===== src/rtl/processor_datapath_if.sv =====
// Control/status bundle between the instruction controller and the processor datapath.
// FLAGS exists only when DATAPATH_FLAGS_EN is defined.
interface processor_datapath_if #(
    parameter int WIDTH = 10
);
    logic [WIDTH-1:0] DIN;
    logic [1:0]       Rin;
    logic [1:0]       Rout;
    logic             ENW;
    logic             ENR;
    logic             Ain;
    logic             Gin;
    logic             Gout;
    logic [3:0]       ALUcont;
    logic             Ext;
    logic             IRin;
    logic             Clr;
    logic [WIDTH-1:0] INSTR;
    logic [1:0]       T;
    logic [WIDTH-1:0] BUS;
    logic [WIDTH-1:0] R0;
    logic [WIDTH-1:0] R1;
    logic [WIDTH-1:0] R2;
    logic [WIDTH-1:0] R3;
`ifdef DATAPATH_FLAGS_EN
    logic [2:0]       FLAGS;
`endif

    modport master (
        output DIN, Rin, Rout, ENW, ENR, Ain, Gin, Gout, ALUcont, Ext, IRin, Clr,
`ifdef DATAPATH_FLAGS_EN
        input  FLAGS,
`endif
        input  INSTR, T, BUS, R0, R1, R2, R3
    );

    modport slave (
        input  DIN, Rin, Rout, ENW, ENR, Ain, Gin, Gout, ALUcont, Ext, IRin, Clr,
`ifdef DATAPATH_FLAGS_EN
        output FLAGS,
`endif
        output INSTR, T, BUS, R0, R1, R2, R3
    );
endinterface


===== src/rtl/processor_datapath.sv =====
// Datapath of the 10-bit processor: register file, shared bus, A/ALU/G, IR and timestep counter.
// Optional {Z,N,C} flag register is enabled by defining DATAPATH_FLAGS_EN.
module processor_datapath #(
    parameter int WIDTH = 10,
    parameter int NREG  = 4
) (
    input  logic                 clk,
    input  logic                 reset,
    processor_datapath_if.slave  dp
);
    localparam int AW = $clog2(NREG);

    logic [WIDTH-1:0] r_q [NREG];
    logic [WIDTH-1:0] r_d [NREG];
    logic [WIDTH-1:0] a_q, a_d;
    logic [WIDTH-1:0] g_q, g_d;
    logic [WIDTH-1:0] ir_q, ir_d;
    logic [1:0]       t_q, t_d;
    logic [WIDTH-1:0] bus;
    logic [WIDTH-1:0] alu_res;
    logic [3:0]       shamt;

    // Fixed bus priority: external data, then G, then the register file.
    always_comb begin
        bus = '0;
        if (dp.Ext)
            bus = dp.DIN;
        else if (dp.Gout)
            bus = g_q;
        else if (dp.ENR)
            bus = r_q[dp.Rout];
    end

    assign shamt = bus[3:0];

    always_comb begin
        alu_res = bus;
        case (dp.ALUcont)
            4'b0010: alu_res = a_q + bus;
            4'b0011: alu_res = a_q - bus;
            4'b0100: alu_res = -bus;
            4'b0101: alu_res = ~bus;
            4'b0110: alu_res = a_q & bus;
            4'b0111: alu_res = a_q | bus;
            4'b1000: alu_res = a_q ^ bus;
            4'b1001: alu_res = a_q << shamt;
            4'b1010: alu_res = a_q >> shamt;
            4'b1011: alu_res = WIDTH'($signed(a_q) >>> shamt);
            default: alu_res = bus;
        endcase
    end

    generate
        for (genvar gi = 0; gi < NREG; gi++) begin : g_rf_next
            always_comb begin
                r_d[gi] = r_q[gi];
                if (dp.ENW && (dp.Rin == AW'(gi)))
                    r_d[gi] = bus;
            end
        end
    endgenerate

    always_comb begin
        a_d  = dp.Ain  ? bus : a_q;
        g_d  = dp.Gin  ? alu_res : g_q;
        ir_d = dp.IRin ? bus : ir_q;
        t_d  = dp.Clr  ? 2'd0 : t_q + 2'd1;
    end

    always_ff @(posedge clk) begin
        if (reset) begin
            for (int i = 0; i < NREG; i++)
                r_q[i] <= '0;
            a_q  <= '0;
            g_q  <= '0;
            ir_q <= '0;
            t_q  <= 2'd0;
        end else begin
            for (int i = 0; i < NREG; i++)
                r_q[i] <= r_d[i];
            a_q  <= a_d;
            g_q  <= g_d;
            ir_q <= ir_d;
            t_q  <= t_d;
        end
    end

`ifdef DATAPATH_FLAGS_EN
    logic [WIDTH:0] add_ext;
    logic           carry;
    logic [2:0]     flags_q, flags_d;

    assign add_ext = {1'b0, a_q} + {1'b0, bus};

    // C is meaningful only for add (carry out) and sub (no borrow).
    always_comb begin
        carry = 1'b0;
        if (dp.ALUcont == 4'b0010)
            carry = add_ext[WIDTH];
        else if (dp.ALUcont == 4'b0011)
            carry = (a_q >= bus);
        flags_d = flags_q;
        if (dp.Gin)
            flags_d = {(alu_res == '0), alu_res[WIDTH-1], carry};
    end

    always_ff @(posedge clk) begin
        if (reset)
            flags_q <= 3'b000;
        else
            flags_q <= flags_d;
    end

    assign dp.FLAGS = flags_q;
`endif

    assign dp.BUS   = bus;
    assign dp.INSTR = ir_q;
    assign dp.T     = t_q;
    assign dp.R0    = r_q[0];
    assign dp.R1    = r_q[1];
    assign dp.R2    = r_q[2];
    assign dp.R3    = r_q[3];
endmodule


===== src/flat_wrapper.sv =====
// flat-port wrapper written by rule: the top's interface ports become plain ports
module processor_datapath_flat 
#(
    parameter int WIDTH = 10,
    parameter int NREG  = 4
)
  (clk, reset, dp_DIN, dp_Rin, dp_Rout, dp_ENW, dp_ENR, dp_Ain, dp_Gin, dp_Gout, dp_ALUcont, dp_Ext, dp_IRin, dp_Clr, dp_INSTR, dp_T, dp_BUS, dp_R0, dp_R1, dp_R2, dp_R3);
  processor_datapath_if #(.WIDTH(WIDTH)) dp_i ();
  input  logic clk;
  input  logic reset;
  input wire logic [$bits(dp_i.DIN)-1:0] dp_DIN;
  input wire logic [$bits(dp_i.Rin)-1:0] dp_Rin;
  input wire logic [$bits(dp_i.Rout)-1:0] dp_Rout;
  input wire logic [$bits(dp_i.ENW)-1:0] dp_ENW;
  input wire logic [$bits(dp_i.ENR)-1:0] dp_ENR;
  input wire logic [$bits(dp_i.Ain)-1:0] dp_Ain;
  input wire logic [$bits(dp_i.Gin)-1:0] dp_Gin;
  input wire logic [$bits(dp_i.Gout)-1:0] dp_Gout;
  input wire logic [$bits(dp_i.ALUcont)-1:0] dp_ALUcont;
  input wire logic [$bits(dp_i.Ext)-1:0] dp_Ext;
  input wire logic [$bits(dp_i.IRin)-1:0] dp_IRin;
  input wire logic [$bits(dp_i.Clr)-1:0] dp_Clr;
  output wire logic [$bits(dp_i.INSTR)-1:0] dp_INSTR;
  output wire logic [$bits(dp_i.T)-1:0] dp_T;
  output wire logic [$bits(dp_i.BUS)-1:0] dp_BUS;
  output wire logic [$bits(dp_i.R0)-1:0] dp_R0;
  output wire logic [$bits(dp_i.R1)-1:0] dp_R1;
  output wire logic [$bits(dp_i.R2)-1:0] dp_R2;
  output wire logic [$bits(dp_i.R3)-1:0] dp_R3;
  assign dp_i.DIN = dp_DIN;
  assign dp_i.Rin = dp_Rin;
  assign dp_i.Rout = dp_Rout;
  assign dp_i.ENW = dp_ENW;
  assign dp_i.ENR = dp_ENR;
  assign dp_i.Ain = dp_Ain;
  assign dp_i.Gin = dp_Gin;
  assign dp_i.Gout = dp_Gout;
  assign dp_i.ALUcont = dp_ALUcont;
  assign dp_i.Ext = dp_Ext;
  assign dp_i.IRin = dp_IRin;
  assign dp_i.Clr = dp_Clr;
  assign dp_INSTR = dp_i.INSTR;
  assign dp_T = dp_i.T;
  assign dp_BUS = dp_i.BUS;
  assign dp_R0 = dp_i.R0;
  assign dp_R1 = dp_i.R1;
  assign dp_R2 = dp_i.R2;
  assign dp_R3 = dp_i.R3;
  processor_datapath #(.WIDTH(WIDTH), .NREG(NREG)) u_core (.clk(clk), .reset(reset), .dp(dp_i));
endmodule

===== config.mk =====
export PLATFORM = sky130hd
export DESIGN_NAME = processor_datapath_flat
export DESIGN_NICKNAME = d
export VERILOG_FILES = /design/src/rtl/processor_datapath_if.sv /design/src/rtl/processor_datapath.sv /design/src/flat_wrapper.sv
export SDC_FILE = /design/constraint.sdc
export NUM_CORES = 1
export LEC_CHECK = 0
export CORE_ASPECT_RATIO = 0.8
export CORE_MARGIN = 3
export CORE_UTILIZATION = 49
export CTS_CLUSTER_DIAMETER = 60
export DETAILED_ROUTE_END_ITERATION = 7
export PLACE_DENSITY = 0.81
export REMOVE_ABC_BUFFERS = 1
export SYNTH_ARGS = -nofsm -noshare
export SYNTH_HDL_FRONTEND = slang
export SYNTH_SLANG_ARGS = --single-unit

===== constraint.sdc =====
create_clock -name clk -period 4.7 [get_ports clk]
set_clock_uncertainty 0.1 [all_clocks]
set_input_delay 1.175 -clock clk [delete_from_list [all_inputs] [get_ports clk]]
set_output_delay 1.175 -clock clk [all_outputs]
set_load 0.005 [all_outputs]

# ---- Word level (Yosys, flattened, before mapping)
# Memory sizes are Yosys's and may differ from the RTL's.
# Cells that the tools add are included.
dict set report totals {
  in_bits 28
  out_inout_bits 62
  regBits 32
  word_cells 54
  ramBits 40
  mem_count 1
}
dict set report op_classes {
  n_mux 15
  n_addsub 4
  n_eq_ne 13
  shifts 3
  bitwise 8
  n_reduce_logical 6
}
# name words width rd rd_clocked_by_memory_dff write_ports line_no
set mem_list {}
lappend mem_list {u_core.r_q 4 10 5 0 4 processor_datapath.sv:13} ;# logic [WIDTH-1:0] r_q [NREG];
# cell n
set ops {}
lappend ops {{2-to-1 mux 10 bit} 11}
lappend ops {{case mux 10 bit (10 select lines)} 1}
lappend ops {{equality test 4 x 3 -> 1 bit (second input constant)} 4}
lappend ops {{equality test 4 bit (second input constant)} 4}
lappend ops {{adder 10 bit} 1}
lappend ops {{bitwise AND 10 bit} 1}
lappend ops {{negation 10 bit} 1}
lappend ops {{inverter 10 bit} 1}
lappend ops {{OR 10 bit} 1}
lappend ops {{<< shifter 10 x 4 -> 10 bit} 1}
lappend ops {{right shift 10 x 4 -> 10 bit} 1}
lappend ops {{>>> shifter 10 x 4 -> 10 bit} 1}
lappend ops {{subtractor 10 bit} 1}
lappend ops {{bitwise XOR 10 bit} 1}
lappend ops {{equality test 4 x 2 -> 1 bit (second input constant)} 2}
lappend ops {{equality test 2 bit (second input constant)} 2}
lappend ops {{logical AND 1 bit} 4}
lappend ops {{OR 1 bit} 4}
lappend ops {{2-to-1 mux 1 bit} 3}
lappend ops {{adder 2 x 1 -> 2 bit (second input constant)} 1}
lappend ops {{equality test 2 x 1 -> 1 bit (second input constant)} 1}
lappend ops {{zero test 2 bit} 1}
lappend ops {{OR reduction 2 bit} 1}

# ---- Longest topological paths before layout
# Gate-level depths: netlist of run 1.
# An unclocked memory read counts as a cell.
dict set report depth {
  word_depth 6
  ltp_mapped 18
  ltp_nobuf 15
}

# ---- Least setup slack after synthesis of run 1
# OpenSTA, ideal clock, no wires.
dict set report synth_path {
  kind {input port to flip-flop}
  start {in dp_Rout[0]}
  end {reg u_core.g_q[6]}
  t_arrival_ns 4.664
  setup_ns 0.070
  n_path_buf 3
  cell_stages 18
  path_slack_ns -0.135
  required_time_ns 4.530
  path_cell_list {buf_6 > or3b_4 > nor2_2 > o31ai_4 > clkinv_4 > clkbuf_1 > clkbuf_1 > ha_1 > inv_1 > fa_1 > nand2b_1 > a21oi_1 > o21ai_0 > nor3b_1 > o31ai_1 > a211oi_1 > a311o_1 > a21oi_1}
}
dict set report synth_between {
  elab_chain_len 6
  word_cells_on_any_way 15
  classes_between {add/sub: 3; shift: 3; mux: 4; bitwise: 4; memory: 1}
}
# item line_no
set synth_lines {}
lappend synth_lines {{start: declaration} flat_wrapper.sv:13} ;# input wire logic [$bits(dp_i.Rout)-1:0] dp_Rout;
lappend synth_lines {{memory (4 x 10 bit) (*)} n/a}
lappend synth_lines {{2-to-1 mux 10 bit (*)} processor_datapath.sv:30} ;# else if (dp.ENR)
lappend synth_lines {{2-to-1 mux 10 bit (*)} processor_datapath.sv:28} ;# else if (dp.Gout)
lappend synth_lines {{2-to-1 mux 10 bit (*)} processor_datapath.sv:26} ;# if (dp.Ext)
lappend synth_lines {{via dp_BUS[0]} flat_wrapper.sv:25} ;# output wire logic [$bits(dp_i.BUS)-1:0] dp_BUS;
lappend synth_lines {{negation 10 bit, or another cell as far along} processor_datapath.sv:41} ;# 4'b0100: alu_res = -bus;
lappend synth_lines {{case mux 10 bit (10 select lines) (*)} processor_datapath.sv:38} ;# case (dp.ALUcont)
lappend synth_lines {{end signal: assignment} processor_datapath.sv:82} ;# g_q <= g_d;
lappend synth_lines {{end: declaration} processor_datapath.sv:16} ;# logic [WIDTH-1:0] g_q, g_d;
# The timed path passes the listed nets; every way through them passes the cells marked *.
# A chain may end at the register's enable or synchronous reset.

# ---- Worst setup path in the final report of run 1
dict set report layout_path {
  start {in dp_Rout[0]}
  end {out dp_BUS[5]}
}
dict set report layout_between {
  elab_chain_len 4
}
# item line_no
set layout_lines {}
lappend layout_lines {{memory (4 x 10 bit)} n/a}
lappend layout_lines {{2-to-1 mux 10 bit} processor_datapath.sv:30}
lappend layout_lines {{2-to-1 mux 10 bit} processor_datapath.sv:28}
lappend layout_lines {{2-to-1 mux 10 bit} processor_datapath.sv:26}
lappend layout_lines {{end: declaration} flat_wrapper.sv:25}
# Every way passes these cells.

==> run summary, run 1 <==
CTS Buffer Depth -> 2
Chip Height -> 99.8 um
Worst-path clk slew -> 0.07 ns
Post-synth top flop -> dfxtp_1
Leakage -> 2.86 nW
Critical-path maximum fanout -> 5
Initial Util -> 51.4%
Vias in the first global route -> 5747
# nets final -> 891
Detailed placement HPWL -> 15600 um
Status -> complete, no violations
Worst hold path depth -> 1
Io pins -> 90
Synthesized flop and latch total -> 72
Mapped Cells -> 709
CTS buffer count -> 9
Antenna violations before repair -> 0
Total GRT Usage -> 33.4%
First-pass GRT wire length -> 31900 um
Share of cells above drive strength 1 -> 13.2%
CTS tree -> done
GRT Residual Overflow -> 0
Synth async-reset ratio -> 0%
Pin count of the biggest net entering global routing -> 50
Synth Area per Inst -> 7.60 um^2
Final Cell Area -> 0.00709 mm^2
Synth Warn # -> 0
Worst Setup End Kind -> primary output
Worst EP arrival -> 3.37 ns
Commonest non-fill, non-tap cell in the layout -> nand2_1
RePlAce Congestion -> 0.980
Req. time, crit path -> 3.42 ns
Sequential area share after synthesis -> 26.8%
RSZ-0062 raised after global routing -> yes
DRT antenna net count -> 0
Register area -> 0.00144 mm^2
DRC violations left -> 0
Drt first pass iters -> 6
Min Tclk post-route -> 4.65 ns
P per Cell Area -> 267 mW/mm^2
Startpoint type of the worst setup path -> input port
Root Buffer -> clkbuf_16
CP max stage cell -> clkdlybuf4s50_1
Max-slew violation count -> 0
Core Area -> 0.0105 mm^2
Final setup viols -> 0
Die area -> 0.0123 mm^2
Synth top area share -> 26.8%
PortBufs -> 89
DR vias -> 6025
Std-Cell Rows -> 33
Post-synth EDFFs -> 0
Hold crit path type -> reg2reg
Initial drt markers -> 894
Max VDD drop -> 0.210 mV
Max-Slew Margin vs Limit -> 37.1%
Crit-path cells -> clkdlybuf4s50_1 -> buf_4 -> mux4_2 -> a22oi_1 -> o21ai_1 -> clkdlybuf4s50_1
Distinct cells, synth -> 71
Cells on worst reg2reg path -> 13
Die W -> 123 um
Total Wirelength -> 20700 um
Post-synth top area cell -> dfxtp_1
N_diodes -> 0
Crit Path Category -> in2out
Mapped cell area -> 0.00539 mm^2
Area delta synth->final -> 31.5%
DP Area -> 0.00677 mm^2
Vias/cell -> 6.17
Tcrit/Tclk final -> 98.9%
Max-cap violations -> 0
# H-tree levels -> 3
# Post-CTS Setup Buffers -> 0
CP dominant cell by count -> clkdlybuf4s50_1
Slew at the pin closest to its max-slew limit -> 0.939 ns
Detailed-route wire length per cell -> 21.2 um
Fillers -> 869
Peak Freq -> 215 MHz
Area of the multi-input gates -> 0.00363 mm^2
CP peak stage delay -> 0.64 ns
Final hold vios -> 0
Worst skew pair latency -> 0.34 ns
Hold slack -> 0.365 ns
Commonest cells after routing, fill and taps aside -> 134 x nand2_1, 86 x clkdlybuf4s50_1, 72 x dfxtp_1, 71 x a21oi_1, 63 x buf_4
Synth area leaders -> dfxtp_1 27%, nand2_1 9.3%, mux2i_1 8.9%
CTS sink cnt -> 72
## path summary, 6_finish.rpt
| check | start | end | slack (ns) |
|---|---|---|---|
| setup reg to reg | u_core.r_q[3][4] | u_core.g_q[5] | 1.41 |
| hold / removal | u_core.dp.T[0] | u_core.dp.T[0] | 0.37 |
| setup / recovery | dp_Rout[0] | dp_BUS[5] | 0.05 |
| hold reg to reg | u_core.dp.T[0] | u_core.dp.T[0] | 0.37 |
## worst max-delay path: cells and delay by family
family | cells | cell delay (ns)
buffers and inverters | 3 | 1.41
AOI/OAI and AO/OA | 2 | 0.57
muxes | 1 | 0.22
## layout make-up
class,count,share of cell area (%)
clock buffer,9,3.18
timing repair buffer,155,20.0
sequential,72,20.3
inverter,31,1.75
clock inverter,7,1.04
multi-input combinational,562,51.2
tap,140,2.47
## synth_stat cells (all sizes together) (9+ instances only)
cell type	count
nor3	20
nand2	134
ha	30
mux2i	48
buf	17
nor2	61
a211oi	13
dfxtp	72
inv	30
xnor2	10
nand3	11
o22ai	11
a22oi	9
o21ai	28
a21oi	71
clkbuf	27
## metal layers
layer  GRT usage [%]  wire length, um  vias to the layer above
met5               0                0                        -
met4            9.28              428                        0
met3            10.3             2220                       47
met2            46.6             8820                      311
met1            49.5             9190                     2868
li1                -                -                     2799
## cell families (layout without fill, tap and decap cells)
family                   Yosys count  count (layout)  share of synthesized area, %
AO/OA/AOI/OAI                    195             195                          23.7
AND/OR/NAND/NOR                  266             266                          21.7
flip-flops                        72              72                          26.8
adder cells (fa/ha/maj)           32              32                          7.71
XOR/XNOR                          13              13                          2.11
buffers and inverters             75             202                          5.99
multiplexers                      56              56                          12.1
## stage by stage
step	worst slack, ns	total power [mW]	util, %	TNS [ns]	cells
after CTS	0.00365	1.89	67.4	0	976
final	0.0523	1.89	67.6	0	976
after global routing	-0.0276	1.97	67.6	-0.0276	976
after floorplan	0.334	0.946	-	0	665
after global placement	-0.0998	1.20	64.6	-0.176	960
after detailed placement	-0.151	1.21	64.6	-0.390	960
## power by group
part | internal [mW] | total, mW | switching (mW)
clock | 0.376 | 0.680 | 0.304
combinational | 0.242 | 0.547 | 0.306
sequential | 0.637 | 0.667 | 0.0299
total | 1.25 | 1.89 | 0.639
## state kept, by name, indices dropped and copies added, names as in the netlist
name	flops
u_core.g_q	10
u_core.dp.T	2
u_core.r_q	40
u_core.a_q	10
u_core.dp.INSTR	10
## timing repair
action                                 in CTS  in global routing
gates resized for setup                     0                  7
hold buffers                                0                  0
setup endpoints to repair                   0                  6
endpoints found under the hold margin       0                  0
No activity file was read; power rests on OpenSTA's default activity.
==> run 2, diff against run 1 <==
- ABC_AREA: default -> 1
==> run summary, run 2 <==
Pin count of the biggest net entering global routing -> 39 (-22%)
Distinct cells, synth -> 41 (-42%)
Synth async-reset ratio -> 0% (unchanged)
Drt first pass iters -> 8 (+2)
Hold crit path type -> reg2reg
P per Cell Area -> 290 mW/mm^2 (+8.3%)
# Post-CTS Setup Buffers -> 0 (unchanged)
Reg2reg setup slack -> 1.66 ns (+0.25 ns)
CTS tree -> done
Synth Area per Inst -> 6.15 um^2 (-19%)
CP startpoint -> dp_Rout[0]
Core Area -> 0.0106 mm^2 (+1.2%)
GRT Residual Overflow -> 0 (unchanged)
Min Tclk post-route -> 4.47 ns (-0.176 ns)
Tcrit/Tclk final -> 95.1% (-3.7 points)
CTS Buffer Depth -> 2 (unchanged)
CP max stage cell -> clkdlybuf4s50_1
Std-Cell Rows -> 33 (unchanged)
Antenna violations before repair -> 0 (unchanged)
Utilization after layout -> 64.8% (-2.8 points)
Hold Crit Start -> u_core.dp.T[0]
DRT antenna net count -> 0 (unchanged)
Post-synth top area cell -> dfxtp_1
Vias in the first global route -> 6114 (+6.4%)
Initial Util -> 51.9% (+0.57 points)
Die area -> 0.0126 mm^2 (+2.2%)
Worst hold path depth -> 1 (unchanged)
Setup tns final -> 0 ns (unchanged)
Status -> complete, no violations
Design Power -> 1.99 mW (+5.1%)
Root Buffer -> clkbuf_16
CP peak stage delay -> 0.51 ns (-0.13 ns)
Synth Warn # -> 0 (unchanged)
Crit Path Category -> in2out
Post-synth top flop -> dfxtp_1
Share of cells above drive strength 1 -> 8.53% (-4.6 points)
RePlAce Congestion -> 1.08 (+11%)
Synthesized flop and latch total -> 72 (unchanged)
Final hold vios -> 0 (unchanged)
Req. time, crit path -> 3.42 ns (about the same)
PortBufs -> 89 (unchanged)
CTS sink cnt -> 72 (unchanged)
Worst Path Buf+Inv -> 4 (+1)
Peak Freq -> 224 MHz (+3.9%)
Initial drt markers -> 791 (-12%)
RSZ-0062 raised after global routing -> no
Total GRT Usage -> 31.8% (-1.6 points)
Area delta synth->final -> 24.7%
Top-count cell post-synth -> nand2_1
CP delay by family, top -> buffers and inverters
Worst Setup End Kind -> primary output
Critical-path maximum fanout -> 19 (+14)
Leakage -> 3.08 nW (+7.9%)
Mapped Cells -> 896 (+26%)
Max-slew violation count -> 0 (unchanged)
Die W -> 125 um (+1.1%)
Vias/cell -> 5.80 (-6.1%)
Synth top area share -> 26.2% (-0.60 points)
Worst skew pair latency -> 0.34 ns (about the same)
Max VDD drop -> 0.234 mV (+11%)
Mapped cell area -> 0.00551 mm^2 (+2.3%)
Critical Path Sink -> dp_BUS[7]
Io pins -> 90 (unchanged)
Hold buffer count at CTS -> 0 (unchanged)
First-pass GRT wire length -> 31900 um (+0.17%)
Crit-path cells -> clkdlybuf4s50_1 -> inv_2 -> o21ai_0 -> o22ai_1 -> nand2_1 -> nand2_1 -> o21ai_2 -> inv_1 -> clkdlybuf4s50_1
Most frequent cells after synthesis -> 207 x nand2_1, 112 x a21oi_1, 94 x o21ai_0
Worst EP arrival -> 3.20 ns (-0.17 ns)
Commonest non-fill, non-tap cell in the layout -> nand2_1
Synth area leaders -> dfxtp_1 26%, nand2_1 14%, a21oi_1 10%
Critical R2R Capture -> u_core.g_q[2]
Cells on worst reg2reg path -> 20 (+7)
Most flop-heavy register -> u_core.r_q
Sequential area share after synthesis -> 26.2% (-0.60 points)
Max-Slew Margin vs Limit -> 20.6% (-17 points)
Post-synth EDFFs -> 0 (unchanged)
Max-cap violations -> 0 (unchanged)
DR vias -> 6524 (+8.3%)
Critical path depth -> 9 (+3)
Final setup viols -> 0 (unchanged)
DRC violations left -> 0 (unchanged)
Total Wirelength -> 20100 um (-2.7%)
Worst-path clk slew -> 0.06 ns (about the same)
Fillers -> 977 (+12%)
Detailed-route wire length per cell -> 17.9 um (-16%)
# nets final -> 1040 (+17%)
N_diodes -> 0 (unchanged)
Post-cts resize count -> 0 (unchanged)
Commonest cells after routing, fill and taps aside -> 207 x nand2_1, 112 x a21oi_1, 94 x o21ai_0, 92 x inv_1, 89 x clkdlybuf4s50_1
CTS buffer count -> 9 (unchanged)
Chip Height -> 101 um (+1.1%)
Detailed placement HPWL -> 15300 um (-2.2%)
FF-to-FF Start -> u_core.r_q[1][0]
Startpoint type of the worst setup path -> input port
Largest register FFs -> 40 (unchanged)
# H-tree levels -> 3 (unchanged)
Slew at the pin closest to its max-slew limit -> 1.18 ns (+0.246 ns)
==> run 2: worst reg2reg max path: cells and delay by family, from the launching register on <==
kind / cells / cell delay (ns)
fa+ha+maj: 2 / 0.45
buf+inv: 3 / 0.28
flops: 1 / 0.38
compound gates: 2 / 0.23
simple gates: 13 / 1.50
==> run 2: kinds of logic after synthesis <==
| kind of cell | share of synthesized area, % |
|---|---|
| AO/OA/AOI/OAI | 23.4 |
| flip-flops | 26.2 |
| adder cells (fa/ha/maj) | 7.54 |
| AND/OR/NAND/NOR | 31.8 |
| XOR/XNOR | 0.318 |
| buffers and inverters | 10.9 |
==> run 2: metrics by stage <==
stage	instance area [um^2]	hold WS, ns	instances	setup slack [ns]
6_report	6870	0.361	1125	0.228
5_1_grt	6870	0.385	1125	0.119
4_1_cts	6870	0.363	1125	0.254
3_5_place_dp	6580	0.351	1109	0.263
3_3_place_gp	6580	0.338	1109	0.316
2_1_floorplan	5300	0.340	855	0.780
==> run 2: worst min path at each step <==
stage	endpoint	slack [ns]
3_3_place_gp	u_core.dp.T[0]	0.34
2_1_floorplan	u_core.g_q[0]	0.34
6_report	u_core.dp.T[0]	0.36
3_5_place_dp	u_core.dp.T[0]	0.35
4_1_cts	u_core.dp.T[0]	0.36
5_1_grt	u_core.g_q[1]	0.38
==> run 2: routing by layer <==
metal	GRT usage [%]	part of all wire [%]
met1	44.4	43
met2	45.8	41
met3	11.9	14
met4	9.69	2.3
met5	0	0
==> run 2: final cells by class <==
class | count | area [um^2] | area share, %
Clock inverter | 7 | 66.3 | 0.965
Multi-Input combinational cell | 681 | 3490 | 50.8
Clock buffer | 9 | 225 | 3.28
Tap cell | 140 | 175 | 2.55
Sequential cell | 72 | 1440 | 21.0
Timing Repair Buffer | 114 | 1090 | 15.9
Inverter | 102 | 383 | 5.57
==> run 2: report_power, final <==
| group | internal [mW] | total (mW) | switching (mW) |
|---|---|---|---|
| Combinational | 0.243 | 0.633 | 0.389 |
| Sequential | 0.649 | 0.684 | 0.0341 |
| Clock | 0.373 | 0.674 | 0.301 |
| Total | 1.27 | 1.99 | 0.725 |
